### src/rtl/xxhash32_driver_if.sv
// Bundled control, stream, core and result signals of the xxhash32 driver.
// master is the driver's view; slave is the surrounding system's view.
interface xxhash32_driver_if #(
  parameter int WORD_SIZE   = 32,
  parameter int COUNT_WIDTH = 16
);
  logic                   start;
  logic [WORD_SIZE-1:0]   seed;
  logic [COUNT_WIDTH-1:0] msg_words;
  logic                   busy;
  logic                   s_valid;
  logic                   s_ready;
  logic [WORD_SIZE-1:0]   s_data;
  logic                   add_to_hash;
  logic                   request_hash;
  logic                   seed_in;
  logic [WORD_SIZE-1:0]   input_bytes;
  logic                   hash_ready;
  logic [WORD_SIZE-1:0]   output_hash;
  logic                   res_valid;
  logic                   res_ready;
  logic [WORD_SIZE-1:0]   res_hash;
  logic                   res_err;

  modport master (
    input  start, seed, msg_words,
    input  s_valid, s_data,
    input  hash_ready, output_hash,
    input  res_ready,
    output busy, s_ready,
    output add_to_hash, request_hash, seed_in, input_bytes,
    output res_valid, res_hash, res_err
  );

  modport slave (
    output start, seed, msg_words,
    output s_valid, s_data,
    output hash_ready, output_hash,
    output res_ready,
    input  busy, s_ready,
    input  add_to_hash, request_hash, seed_in, input_bytes,
    input  res_valid, res_hash, res_err
  );
endinterface

### src/rtl/xxhash32_driver.sv
// Sequences an xxhash32 core: seed, stream words, request, return digest.
// Optional REQ watchdog enabled by XXHASH32_DRIVER_TIMEOUT_EN.
module xxhash32_driver #(
  parameter int WORD_SIZE      = 32,
  parameter int COUNT_WIDTH    = 16,
  parameter int TIMEOUT_CYCLES = 64
) (
  input logic            clk,
  input logic            rst,
  xxhash32_driver_if.master bus
);
  typedef enum logic [2:0] {
    IDLE, SEED, FEED, REQ, DONE
  } state_t;

  state_t                 state_q, state_d;
  logic [WORD_SIZE-1:0]   seed_q, seed_d;
  logic [COUNT_WIDTH-1:0] rem_q, rem_d;
  logic [WORD_SIZE-1:0]   hash_q, hash_d;

`ifdef XXHASH32_DRIVER_TIMEOUT_EN
  localparam int TW = $clog2(TIMEOUT_CYCLES + 1);
  localparam logic [TW-1:0] TMO_LAST = TW'(TIMEOUT_CYCLES - 1);
  logic [TW-1:0] tmo_q, tmo_d;
  logic          err_q, err_d;
  logic          tmo_hit;
  assign tmo_hit     = (tmo_q == TMO_LAST);
  assign tmo_d       = (state_q == REQ) ? tmo_q + 1'b1 : '0;
  assign bus.res_err = err_q;
`else
  logic          tmo_hit;
  wire           unused_tmo = ^TIMEOUT_CYCLES;
  assign tmo_hit     = 1'b0;
  assign bus.res_err = 1'b0;
`endif

  always_comb begin
    state_d          = state_q;
    seed_d           = seed_q;
    rem_d            = rem_q;
    hash_d           = hash_q;
`ifdef XXHASH32_DRIVER_TIMEOUT_EN
    err_d            = err_q;
`endif
    bus.s_ready      = 1'b0;
    bus.seed_in      = 1'b0;
    bus.add_to_hash  = 1'b0;
    bus.request_hash = 1'b0;
    bus.input_bytes  = '0;
    bus.res_valid    = 1'b0;
    unique case (state_q)
      IDLE: begin
        if (bus.start) begin
          seed_d  = bus.seed;
          rem_d   = bus.msg_words;
          state_d = SEED;
        end
      end
      SEED: begin
        bus.seed_in     = 1'b1;
        bus.input_bytes = seed_q;
        state_d         = (rem_q != '0) ? FEED : REQ;
      end
      FEED: begin
        bus.s_ready = 1'b1;
        if (bus.s_valid) begin
          bus.add_to_hash = 1'b1;
          bus.input_bytes = bus.s_data;
          rem_d           = rem_q - 1'b1;
          if (rem_q == COUNT_WIDTH'(1)) state_d = REQ;
        end
      end
      REQ: begin
        bus.request_hash = 1'b1;
        if (bus.hash_ready) begin
          hash_d  = bus.output_hash;
`ifdef XXHASH32_DRIVER_TIMEOUT_EN
          err_d   = 1'b0;
`endif
          state_d = DONE;
        end else if (tmo_hit) begin
          // Watchdog abort: digest is meaningless, flag it
          hash_d  = '0;
`ifdef XXHASH32_DRIVER_TIMEOUT_EN
          err_d   = 1'b1;
`endif
          state_d = DONE;
        end
      end
      DONE: begin
        bus.res_valid = 1'b1;
        if (bus.res_ready) state_d = IDLE;
      end
      default: state_d = IDLE;
    endcase
  end

  assign bus.busy     = (state_q != IDLE);
  assign bus.res_hash = hash_q;

  always_ff @(posedge clk or posedge rst) begin
    if (rst) begin
      state_q <= IDLE;
      seed_q  <= '0;
      rem_q   <= '0;
      hash_q  <= '0;
    end else begin
      state_q <= state_d;
      seed_q  <= seed_d;
      rem_q   <= rem_d;
      hash_q  <= hash_d;
    end
  end

`ifdef XXHASH32_DRIVER_TIMEOUT_EN
  always_ff @(posedge clk or posedge rst) begin
    if (rst) begin
      tmo_q <= '0;
      err_q <= 1'b0;
    end else begin
      tmo_q <= tmo_d;
      err_q <= err_d;
    end
  end
`endif
endmodule

### src/flat_wrapper.sv
// flat-port wrapper written by rule: the top's interface ports become plain ports
module xxhash32_driver_flat 
#(
  parameter int WORD_SIZE      = 32,
  parameter int COUNT_WIDTH    = 16,
  parameter int TIMEOUT_CYCLES = 64
)
  (clk, rst, bus_start, bus_seed, bus_msg_words, bus_s_valid, bus_s_data, bus_hash_ready, bus_output_hash, bus_res_ready, bus_busy, bus_s_ready, bus_add_to_hash, bus_request_hash, bus_seed_in, bus_input_bytes, bus_res_valid, bus_res_hash, bus_res_err);
  xxhash32_driver_if #(.WORD_SIZE(WORD_SIZE), .COUNT_WIDTH(COUNT_WIDTH)) bus_i ();
  input logic clk;
  input logic rst;
  input wire logic [$bits(bus_i.start)-1:0] bus_start;
  input wire logic [$bits(bus_i.seed)-1:0] bus_seed;
  input wire logic [$bits(bus_i.msg_words)-1:0] bus_msg_words;
  input wire logic [$bits(bus_i.s_valid)-1:0] bus_s_valid;
  input wire logic [$bits(bus_i.s_data)-1:0] bus_s_data;
  input wire logic [$bits(bus_i.hash_ready)-1:0] bus_hash_ready;
  input wire logic [$bits(bus_i.output_hash)-1:0] bus_output_hash;
  input wire logic [$bits(bus_i.res_ready)-1:0] bus_res_ready;
  output wire logic [$bits(bus_i.busy)-1:0] bus_busy;
  output wire logic [$bits(bus_i.s_ready)-1:0] bus_s_ready;
  output wire logic [$bits(bus_i.add_to_hash)-1:0] bus_add_to_hash;
  output wire logic [$bits(bus_i.request_hash)-1:0] bus_request_hash;
  output wire logic [$bits(bus_i.seed_in)-1:0] bus_seed_in;
  output wire logic [$bits(bus_i.input_bytes)-1:0] bus_input_bytes;
  output wire logic [$bits(bus_i.res_valid)-1:0] bus_res_valid;
  output wire logic [$bits(bus_i.res_hash)-1:0] bus_res_hash;
  output wire logic [$bits(bus_i.res_err)-1:0] bus_res_err;
  assign bus_i.start = bus_start;
  assign bus_i.seed = bus_seed;
  assign bus_i.msg_words = bus_msg_words;
  assign bus_i.s_valid = bus_s_valid;
  assign bus_i.s_data = bus_s_data;
  assign bus_i.hash_ready = bus_hash_ready;
  assign bus_i.output_hash = bus_output_hash;
  assign bus_i.res_ready = bus_res_ready;
  assign bus_busy = bus_i.busy;
  assign bus_s_ready = bus_i.s_ready;
  assign bus_add_to_hash = bus_i.add_to_hash;
  assign bus_request_hash = bus_i.request_hash;
  assign bus_seed_in = bus_i.seed_in;
  assign bus_input_bytes = bus_i.input_bytes;
  assign bus_res_valid = bus_i.res_valid;
  assign bus_res_hash = bus_i.res_hash;
  assign bus_res_err = bus_i.res_err;
  xxhash32_driver #(.WORD_SIZE(WORD_SIZE), .COUNT_WIDTH(COUNT_WIDTH), .TIMEOUT_CYCLES(TIMEOUT_CYCLES)) u_core (.clk(clk), .rst(rst), .bus(bus_i));
endmodule
### config.mk
export PLATFORM = sky130hd
export DESIGN_NAME = xxhash32_driver_flat
export DESIGN_NICKNAME = d
export VERILOG_FILES = /design/src/rtl/xxhash32_driver_if.sv /design/src/rtl/xxhash32_driver.sv /design/src/flat_wrapper.sv
export SDC_FILE = /design/constraint.sdc
export NUM_CORES = 1
export LEC_CHECK = 0
export CAP_MARGIN = 25
export CORE_ASPECT_RATIO = 0.5
export CORE_MARGIN = 3
export CORE_UTILIZATION = 40
export CTS_CLUSTER_DIAMETER = 40
export DETAILED_ROUTE_END_ITERATION = 10
export GPL_TIMING_DRIVEN = 0
export PLACE_DENSITY = 0.77
export SLEW_MARGIN = 40
export SYNTH_ARGS = -nofsm -noshare
export SYNTH_HDL_FRONTEND = slang
export SYNTH_SLANG_ARGS = --single-unit
### constraint.sdc
create_clock -name clk -period 4.82 [get_ports clk]
set_input_delay 0.482 -clock clk [delete_from_list [all_inputs] [get_ports clk]]
set_output_delay 0.482 -clock clk [all_outputs]
set_load 0.02 [all_outputs]
# Yosys cells after proc, flatten, opt, wreduce, memory -nomap -nowiden
# Index checks and enable logic that the tools add are counted.
# word_totals
mem_bits_rw,0
elab_cells,41
regBits,83
output_inout_bits,71
latchBits,0
romBits,0
input_bits,118
n_memories,0
# classes
reduce_logical,8
n_shift,0
magnitude_cmp,0
n_bitwise,0
n_mux,18
addsub,1
eq_ne,10
div_mod_pow,0
mul,0
# op_table
op,count
$pmux W32 S2,1
$mux W16,2
$mux W32,1
$pmux W16 S2,1
$eq A16 B1 Y1 const B,1
$reduce_bool A16 Y1,1
$sub A16 B1 Y16 const B,1
$mux W3,5
$pmux W3 S5,1
$ne A2 B2 Y1 const B,4
$mux W1,7
$eq A3 B2 Y1 const B,2
$reduce_and A5 Y1,1
$reduce_and A2 Y1,2
$eq A3 B1 Y1 const B,1
$eq A3 B3 Y1 const B,1
$logic_not A3 Y1,1
$reduce_and A3 Y1,1
$reduce_bool A3 Y1,1
$ne A2 B1 Y1 const B,1
$reduce_bool A2 Y1,1

# Longest topological paths before layout
# Gate-level depths: netlist of the first run.
# logic_depth
word_depth,4
mapped_depth,8
depth_no_buf,6

# Worst setup path before layout of the first run
# OpenSTA, ideal clock, no wires.
# synth_timing
kind,reg-to-output
startpoint,reg u_core.state_q[0]
endpoint,out bus_input_bytes[11]
required_time_ns,4.338
arrival_ns,1.832
n_path_buf,2
slack_ns,2.506
stages_incl_launch_ff,5
cell_sequence,dfrtp_1 > clkbuf_1 > nor3b_1 > clkbuf_1 > a22o_1
# synth_via
elab_chain_cells,2
elab_cells_between_ends,3
cone_classes,2 x eq/ne; 1 x mux
# synth_lines
element,line_no,source
start: declaration,xxhash32_driver.sv:16,"state_t state_q, state_d;"
start signal: assignment,xxhash32_driver.sv:108,state_q <= state_d;
$eq A3 B2 Y1 / $eq A3 B1 Y1 (equally long branches),xxhash32_driver.sv:51,unique case (state_q)
$pmux W32 S2 *,xxhash32_driver.sv:51,
end: declaration,flat_wrapper.sv:25,output wire logic [$bits(bus_i.input_bytes)-1:0] bus_input_bytes;
# Every way passes the cells marked *; elsewhere a longest branch is shown, timed or not.

# Final worst setup path of the first run
# layout_timing
startpoint,reg u_core.state_q[1]
endpoint,out bus_input_bytes[14]
# The elaborated chain is that of the path after synthesis.

==> results of run 1 <==
[critical path, delay by kind of cell, from the launching register on]
family	cells	cell delay, ns
buf+inv	6	1.60
flops	1	0.32
simple gates	2	0.47
compound gates	1	0.17
[state kept, by name (all words and copies together) (netlist names)]
signal,flops
u_core.bus.res_hash,32
u_core.rem_q,16
u_core.state_q,3
u_core.seed_q,32
[synth_stat cells (all sizes together), types with 3 or more instances]
master   count
a21oi       13
inv          8
dfrtp       83
nand3        3
buf         13
mux2        64
nor3         8
nand4        3
nand2        5
a31oi        3
o2bb2ai      3
a22o        32
or4          3
nor2        14
nor3b        4
a2bb2oi      3
o21ai       16
nor4         9
clkbuf      15
[area by class of cell]
cell class              count  share of cell area
repair buffers            188              0.2976
clock inverters             6             0.01647
flip-flops and latches     83              0.3254
plain buffers              28             0.02137
multi-input cells         211              0.2719
clock buffers               9             0.03529
well taps                 135             0.02647
inverters                   8            0.005489
[power groups by stage]
stage	logic, mW	clock network, mW	registers, mW
global route	2.20	0.818	1.34
floorplan	1.08	0	1.41
CTS	2.06	0.787	1.29
global placement	2.01	0	1.28
detailed placement	2.05	0	1.29
finish	2.05	0.771	1.29
[path summary, 6_finish.rpt]
check / startpoint / endpoint / slack [ns]
worst max-delay path: u_core.state_q[1]$_DFFE_PP0P_ / bus_input_bytes[14] / 1.43
worst min-delay path: u_core.seed_q[2]$_DFFE_PP0P_ / u_core.seed_q[2]$_DFFE_PP0P_ / 0.50
worst max register to register: u_core.rem_q[0]$_DFFE_PP0P_ / u_core.rem_q[14]$_DFFE_PP0P_ / 2.66
worst min register to register: u_core.seed_q[2]$_DFFE_PP0P_ / u_core.seed_q[2]$_DFFE_PP0P_ / 0.50
max in group asynchronous: rst / u_core.seed_q[27]$_DFFE_PP0P_ / 3.73
min in group asynchronous: rst / u_core.seed_q[17]$_DFFE_PP0P_ / 0.54
[per-layer routing]
metal	routed length, um	vias to the layer above	global-route usage
met1	4789	1719	0.2511
met5	0	-	0
met3	498	20	0.05704
met4	210	0	0.06320
met2	6162	86	0.3708
li1	-	1628	-
[cells by family after synthesis]
group / after synthesis / synth area share
xor gates and xnor gates: 1 / 0.002204
buffers and inverters: 36 / 0.04188
other: 1 / 0.0009437
DFF: 83 / 0.5227
muxes: 65 / 0.1839
and+or+nand+nor: 59 / 0.08848
adders and majority gates: 2 / 0.006296
AOI/OAI and AO/OA: 83 / 0.1537
[layout by cell type (no fill, tap or decap), types with 2 or more instances in the layout]
cell type / synthesis / routed
nand4_1: 3 / 3
clkdlybuf4s50_1: 0 / 187
o2bb2ai_1: 3 / 3
nand2_1: 5 / 5
clkbuf_16: 0 / 9
ha_1: 2 / 2
o21ai_0: 15 / 15
nor3_1: 8 / 8
or3_1: 2 / 2
a22o_1: 32 / 32
o22ai_1: 2 / 2
dfrtp_1: 83 / 83
nor3b_1: 4 / 3
nor2_1: 14 / 14
a22oi_1: 2 / 2
and2_1: 2 / 2
inv_1: 8 / 7
a21oi_1: 13 / 13
nand3_1: 3 / 3
a31oi_1: 3 / 3
bufinv_16: 0 / 3
buf_2: 10 / 10
mux2_1: 2 / 2
buf_6: 2 / 2
a2bb2oi_1: 3 / 3
mux2_2: 62 / 62
clkbuf_1: 15 / 15
or4_1: 2 / 2
clkinv_2: 0 / 3
nor4_1: 8 / 8
==> flow_summary.json, run 1 <==
{
  "worst-r2r-cell-count": 6,
  "antenna_cells": 0,
  "grt_overflow_total": 0,
  "finClkSkew_ns": 0.005855,
  "ys_seq_area_frac": 0.5227,
  "dp_cells": 653,
  "cp.arrival_ns": 2.90,
  "holdWs_ns": 0.4965,
  "cp_slowest_cell": "clkdlybuf4s50_1",
  "die_w_um": 147.0,
  "finalHoldViolations": 0,
  "post-cts-setup-buffers": 0,
  "finish.utilization": 0.6690,
  "hold_path_class": "register to register",
  "drv_slew": 0,
  "critical_path_class": "register to output pin",
  "p_clk_frac": 0.188,
  "dr.pass1.iters": 4,
  "clkTransAtPathRegs_ns": 0.06,
  "die_h_um": 76.48,
  "min_path_cells": 1,
  "p_int_mw": 2.604,
  "grt_max_degree": 46,
  "grt_pass1_wl_um": 18750,
  "synth.distinct_cells": 48,
  "slowest_delay_ns": 0.62,
  "drtIter0Drc": 151,
  "initial_core_util": 0.4165,
  "wl_per_cell_um": 17.46,
  "switching_share": 0.3667,
  "placed_area_um2": 6052,
  "insertion_delay_ns": 0.34,
  "postSynthCellCount": 330,
  "syn_to_final_growth_pct": 60.61,
  "cp-end-kind": "output pin",
  "fp-row-count": 25,
  "ctsHoldBuffers": 0,
  "pre_cts_slack_ns": 1.790,
  "required_ns": 4.34,
  "first_global_vias": 3593,
  "synth-main-ff-cell": "dfrtp_1",
  "fillers": 756,
  "total_power_mw": 4.112,
  "power.density_nw_per_um2": 644.2,
  "ant_nets": 0,
  "multi_input_area_um2": 1735,
  "wirelength_um": 11660,
  "cts_root_buf": "clkbuf_16",
  "syn_area_um2": 3974,
  "worstPathCellList": "buf_2 -> or3b_1 -> clkbuf_1 -> inv_1 -> and2_1 -> buf_2 -> buf_2 -> a22o_1 -> clkdlybuf4s50_1",
  "ys_warn_count": 0,
  "cts_sinks": 83,
  "vdd_drop_max_v": 0.0002924,
  "layout_min_cycle_time_ns": 3.387,
  "combPwrFrac": 0.498,
  "numCtsBuffers": 9,
  "worstMarginPinSlew_ns": 0.7003,
  "routabilityCongestion": 0.8512,
  "synth_top_cell_by_area": "dfrtp_1",
  "maxSlewHeadroom": 0.5288,
  "run_status": "complete, no violations",
  "synth-edff-count": 0,
  "fin_crit_sh": 0.7027,
  "track_usage": 0.2096,
  "timing.fmax_ghz": 0.2953,
  "dp_hpwl_um": 8719,
  "final_cells": 668,
  "postCtsResizedCells": 0,
  "cap_violations": 0,
  "via_per_inst": 5.169,
  "die-area_um2": 11240,
  "htree_levels": 3,
  "power_switching_mw": 1.508,
  "fin_area_um2": 6382,
  "avgSynthCellArea_um2": 12.04,
  "num_vias": 3453,
  "leakage_nw": 2.585,
  "pwr-share-seq": 0.315,
  "drive_gt1_frac": 0.1857,
  "yosysTopAreaCellShare": 0.5227,
  "clockBufferDepth": 2,
  "setup_violations": 0,
  "synthArstFlopShare": 1.000,
  "fin_nets": 649,
  "antenna_found_initial": 0,
  "cp-start-kind": "register",
  "grt_setup_unrepaired": "false",
  "num_io_pins": 189,
  "port_buffers": 187,
  "core_um2": 9540,
  "seq_area_um2": 2077,
  "cts_tree": "built",
  "fin_ws_ns": 1.433,
  "synth_area_leaders": "dfrtp_1 52%, mux2_2 18%, a22o_1 7.1%",
  "crit_fanout": 10,
  "drc_errors": 0,
  "synth-seq-cells": 83,
  "crit_path_frequent_cell": "buf_2",
  "fin_tns_setup_ns": 0,
  "syn_nets": 450
}
Note: power is estimated with default switching activity, not from simulation.
==> inputs of run 2 (changes only) <==
Settings changed: CORE_UTILIZATION 40 to 37, PLACE_DENSITY 0.77 to 0.75.
Clock period 4.82 ns to 2.82 ns, I/O delays scaled along.
==> run 2 against run 1 <==
Net effect:
- sequential share of layout area grew 0.56 points
- critical path depth fell by 1
- critical endpoint is now bus_add_to_hash
- worst setup slack worse by 1.2 ns
- highest routed layer unchanged
- critical path type unchanged
- flip-flop and latch count unchanged
==> flow_summary.json, run 2 (same netlist as run 1, synthesis figures left out) <==
{
  "worstMarginPinSlew_ns": 0.7106,
  "timing.fmax_ghz": 0.3810,
  "cp-end-kind": "output pin",
  "routabilityCongestion": 0.8279,
  "power_switching_mw": 2.587,
  "via_per_inst": 5.086,
  "fillers": 890,
  "grt_pass1_wl_um": 18650,
  "die_h_um": 79.28,
  "final_common_cell": "clkdlybuf4s50_1",
  "p_clk_frac": 0.191,
  "cap_violations": 0,
  "crit_path_frequent_cell": "buf_4",
  "dr.pass1.iters": 5,
  "placed_area_um2": 6058,
  "seq_area_um2": 2077,
  "htree_levels": 3,
  "top_layer": "met4",
  "insertion_delay_ns": 0.33,
  "fin_area_um2": 6275,
  "dp_hpwl_um": 8948,
  "clkTransAtPathRegs_ns": 0.06,
  "drv_slew": 0,
  "initial_core_util": 0.3841,
  "ant_nets": 0,
  "syn_to_final_growth_pct": 57.90,
  "slowest_delay_ns": 0.36,
  "antenna_cells": 0,
  "die-area_um2": 12100,
  "fin_nets": 651,
  "critical_path_class": "register to output pin",
  "worst-path-stages": 8,
  "wirelength_um": 11800,
  "finalHoldViolations": 0,
  "cp-start-kind": "register",
  "crit_fanout": 10,
  "required_ns": 2.54,
  "cp_slowest_cell": "or3b_1",
  "clockBufferDepth": 2,
  "wl_met2_um": 6323,
  "setup_violations": 0,
  "grt_overflow_total": 0,
  "leakage_nw": 2.652,
  "port_buffers": 187,
  "numCtsBuffers": 9,
  "fp-row-count": 26,
  "crit_family": "buffers and inverters",
  "cp.arrival_ns": 2.34,
  "track_usage": 0.1945,
  "path_buf_inv": 6,
  "run_status": "complete, no violations",
  "cts_tree": "built",
  "pwr-share-seq": 0.319,
  "first_global_vias": 3534,
  "hold_path_class": "input pin to async pin",
  "cts_sinks": 83,
  "num_io_pins": 189,
  "core_um2": 10340,
  "fin_crit_sh": 0.9307,
  "wl_met1_um": 4916,
  "die_w_um": 152.6,
  "power.density_nw_per_um2": 1100,
  "switching_share": 0.3747,
  "pre_cts_slack_ns": -0.02891,
  "maxSlewHeadroom": 0.5219,
  "finClkSkew_ns": 0.005249,
  "vdd_drop_max_v": 0.0004343,
  "drc_errors": 0,
  "fin_ws_ns": 0.1954,
  "combPwrFrac": 0.490,
  "worst-r2r-cell-count": 6,
  "num_vias": 3433,
  "wl_per_cell_um": 17.48,
  "grt_setup_unrepaired": "false",
  "layout_min_cycle_time_ns": 2.625,
  "total_power_mw": 6.905,
  "layout_common_cells": "153 x clkdlybuf4s50_1, 83 x dfrtp_1, 62 x mux2_2",
  "route.met3.wl_um": 407,
  "grt_max_degree": 58,
  "worstPathCellList": "buf_2 -> or3b_1 -> clkbuf_1 -> inv_1 -> and2_1 -> buf_4 -> buf_4 -> dlygate4sd2_1",
  "drive_gt1_frac": 0.2449,
  "p_int_mw": 4.318,
  "antenna_found_initial": 0,
  "cts_root_buf": "clkbuf_16",
  "multi_input_area_um2": 1742,
  "drtIter0Drc": 179
}
-- run 2: changes by cell type in the layout (fill, tap and decap cells not counted), moves of 2 or more --
| cell | delta |
|---|---|
| buf_2 | -4 |
| dlygate4sd2_1 | +6 |
| clkbuf_1 | -2 |
| clkbuf_2 | +30 |
| buf_4 | +6 |
| clkdlybuf4s50_1 | -34 |
-- run 2: final cells by class --
class / instances / area share
timing repair buffer: 190 / 0.2816
multi-input combinational: 211 / 0.2776
buffer: 28 / 0.02373
sequential: 83 / 0.3310
tap: 140 / 0.02792
clock buffer: 9 / 0.03589
inverter: 8 / 0.005583
clock inverter: 6 / 0.01675
-- run 2: path summary, 6_finish.rpt --
| kind | from | to | slack (ns) |
|---|---|---|---|
| hold / removal | rst | u_core.bus.res_hash[16]$_DFFE_PP0P_ | 0.28 |
| max in group asynchronous | rst | u_core.rem_q[12]$_DFFE_PP0P_ | 1.98 |
| hold reg to reg | u_core.seed_q[23]$_DFFE_PP0P_ | u_core.seed_q[23]$_DFFE_PP0P_ | 0.49 |
| min in group clk | u_core.seed_q[23]$_DFFE_PP0P_ | u_core.seed_q[23]$_DFFE_PP0P_ | 0.49 |
| setup reg to reg | u_core.rem_q[0]$_DFFE_PP0P_ | u_core.rem_q[14]$_DFFE_PP0P_ | 0.63 |
| setup / recovery | u_core.state_q[1]$_DFFE_PP0P_ | bus_add_to_hash | 0.20 |
-- run 2: power groups by stage --
stage               Combinational, mW  Clock, mW  Sequential (mW)
floorplan                        1.84          0             2.41
global placement                 3.45          0             2.18
detailed placement               3.53          0             2.22
CTS                              3.45       1.35             2.20
global route                     3.66       1.40             2.29
finish                           3.38       1.32             2.20
-- run 2: metrics by stage --
stage                     instances  utilization  setup TNS [ns]  hold slack, ns
after detailed placement        658       0.5856        -0.06842          0.4794
after global routing            675       0.6066               0          0.3134
after global placement          657       0.5820          -96.89          0.4762
after floorplan                 330            -               0          0.3895
final                           675       0.6066               0          0.2847
after CTS                       675       0.6166               0          0.2892
-- run 2: per-layer routing --
metal | global-route usage | up-vias
li1 | - | 1634
met2 | 0.3432 | 73
met1 | 0.2436 | 1712
met5 | 0 | -
met4 | 0.05689 | 0
met3 | 0.04192 | 14
-- run 2: repair_timing --
item | in CTS | in global routing
gates resized for setup | 40 | 58
endpoints found under the setup margin | 35 | 29
hold endpoints to repair | 0 | 0
buffers inserted | 2 | 0
hold buffers | 0 | 0
==> inputs of run 3 (changes only) <==
Settings changed: CAP_MARGIN 25 to 20.
==> results of run 3 <==
No change in the layout: final DEF, timing and power equal those of run 2.
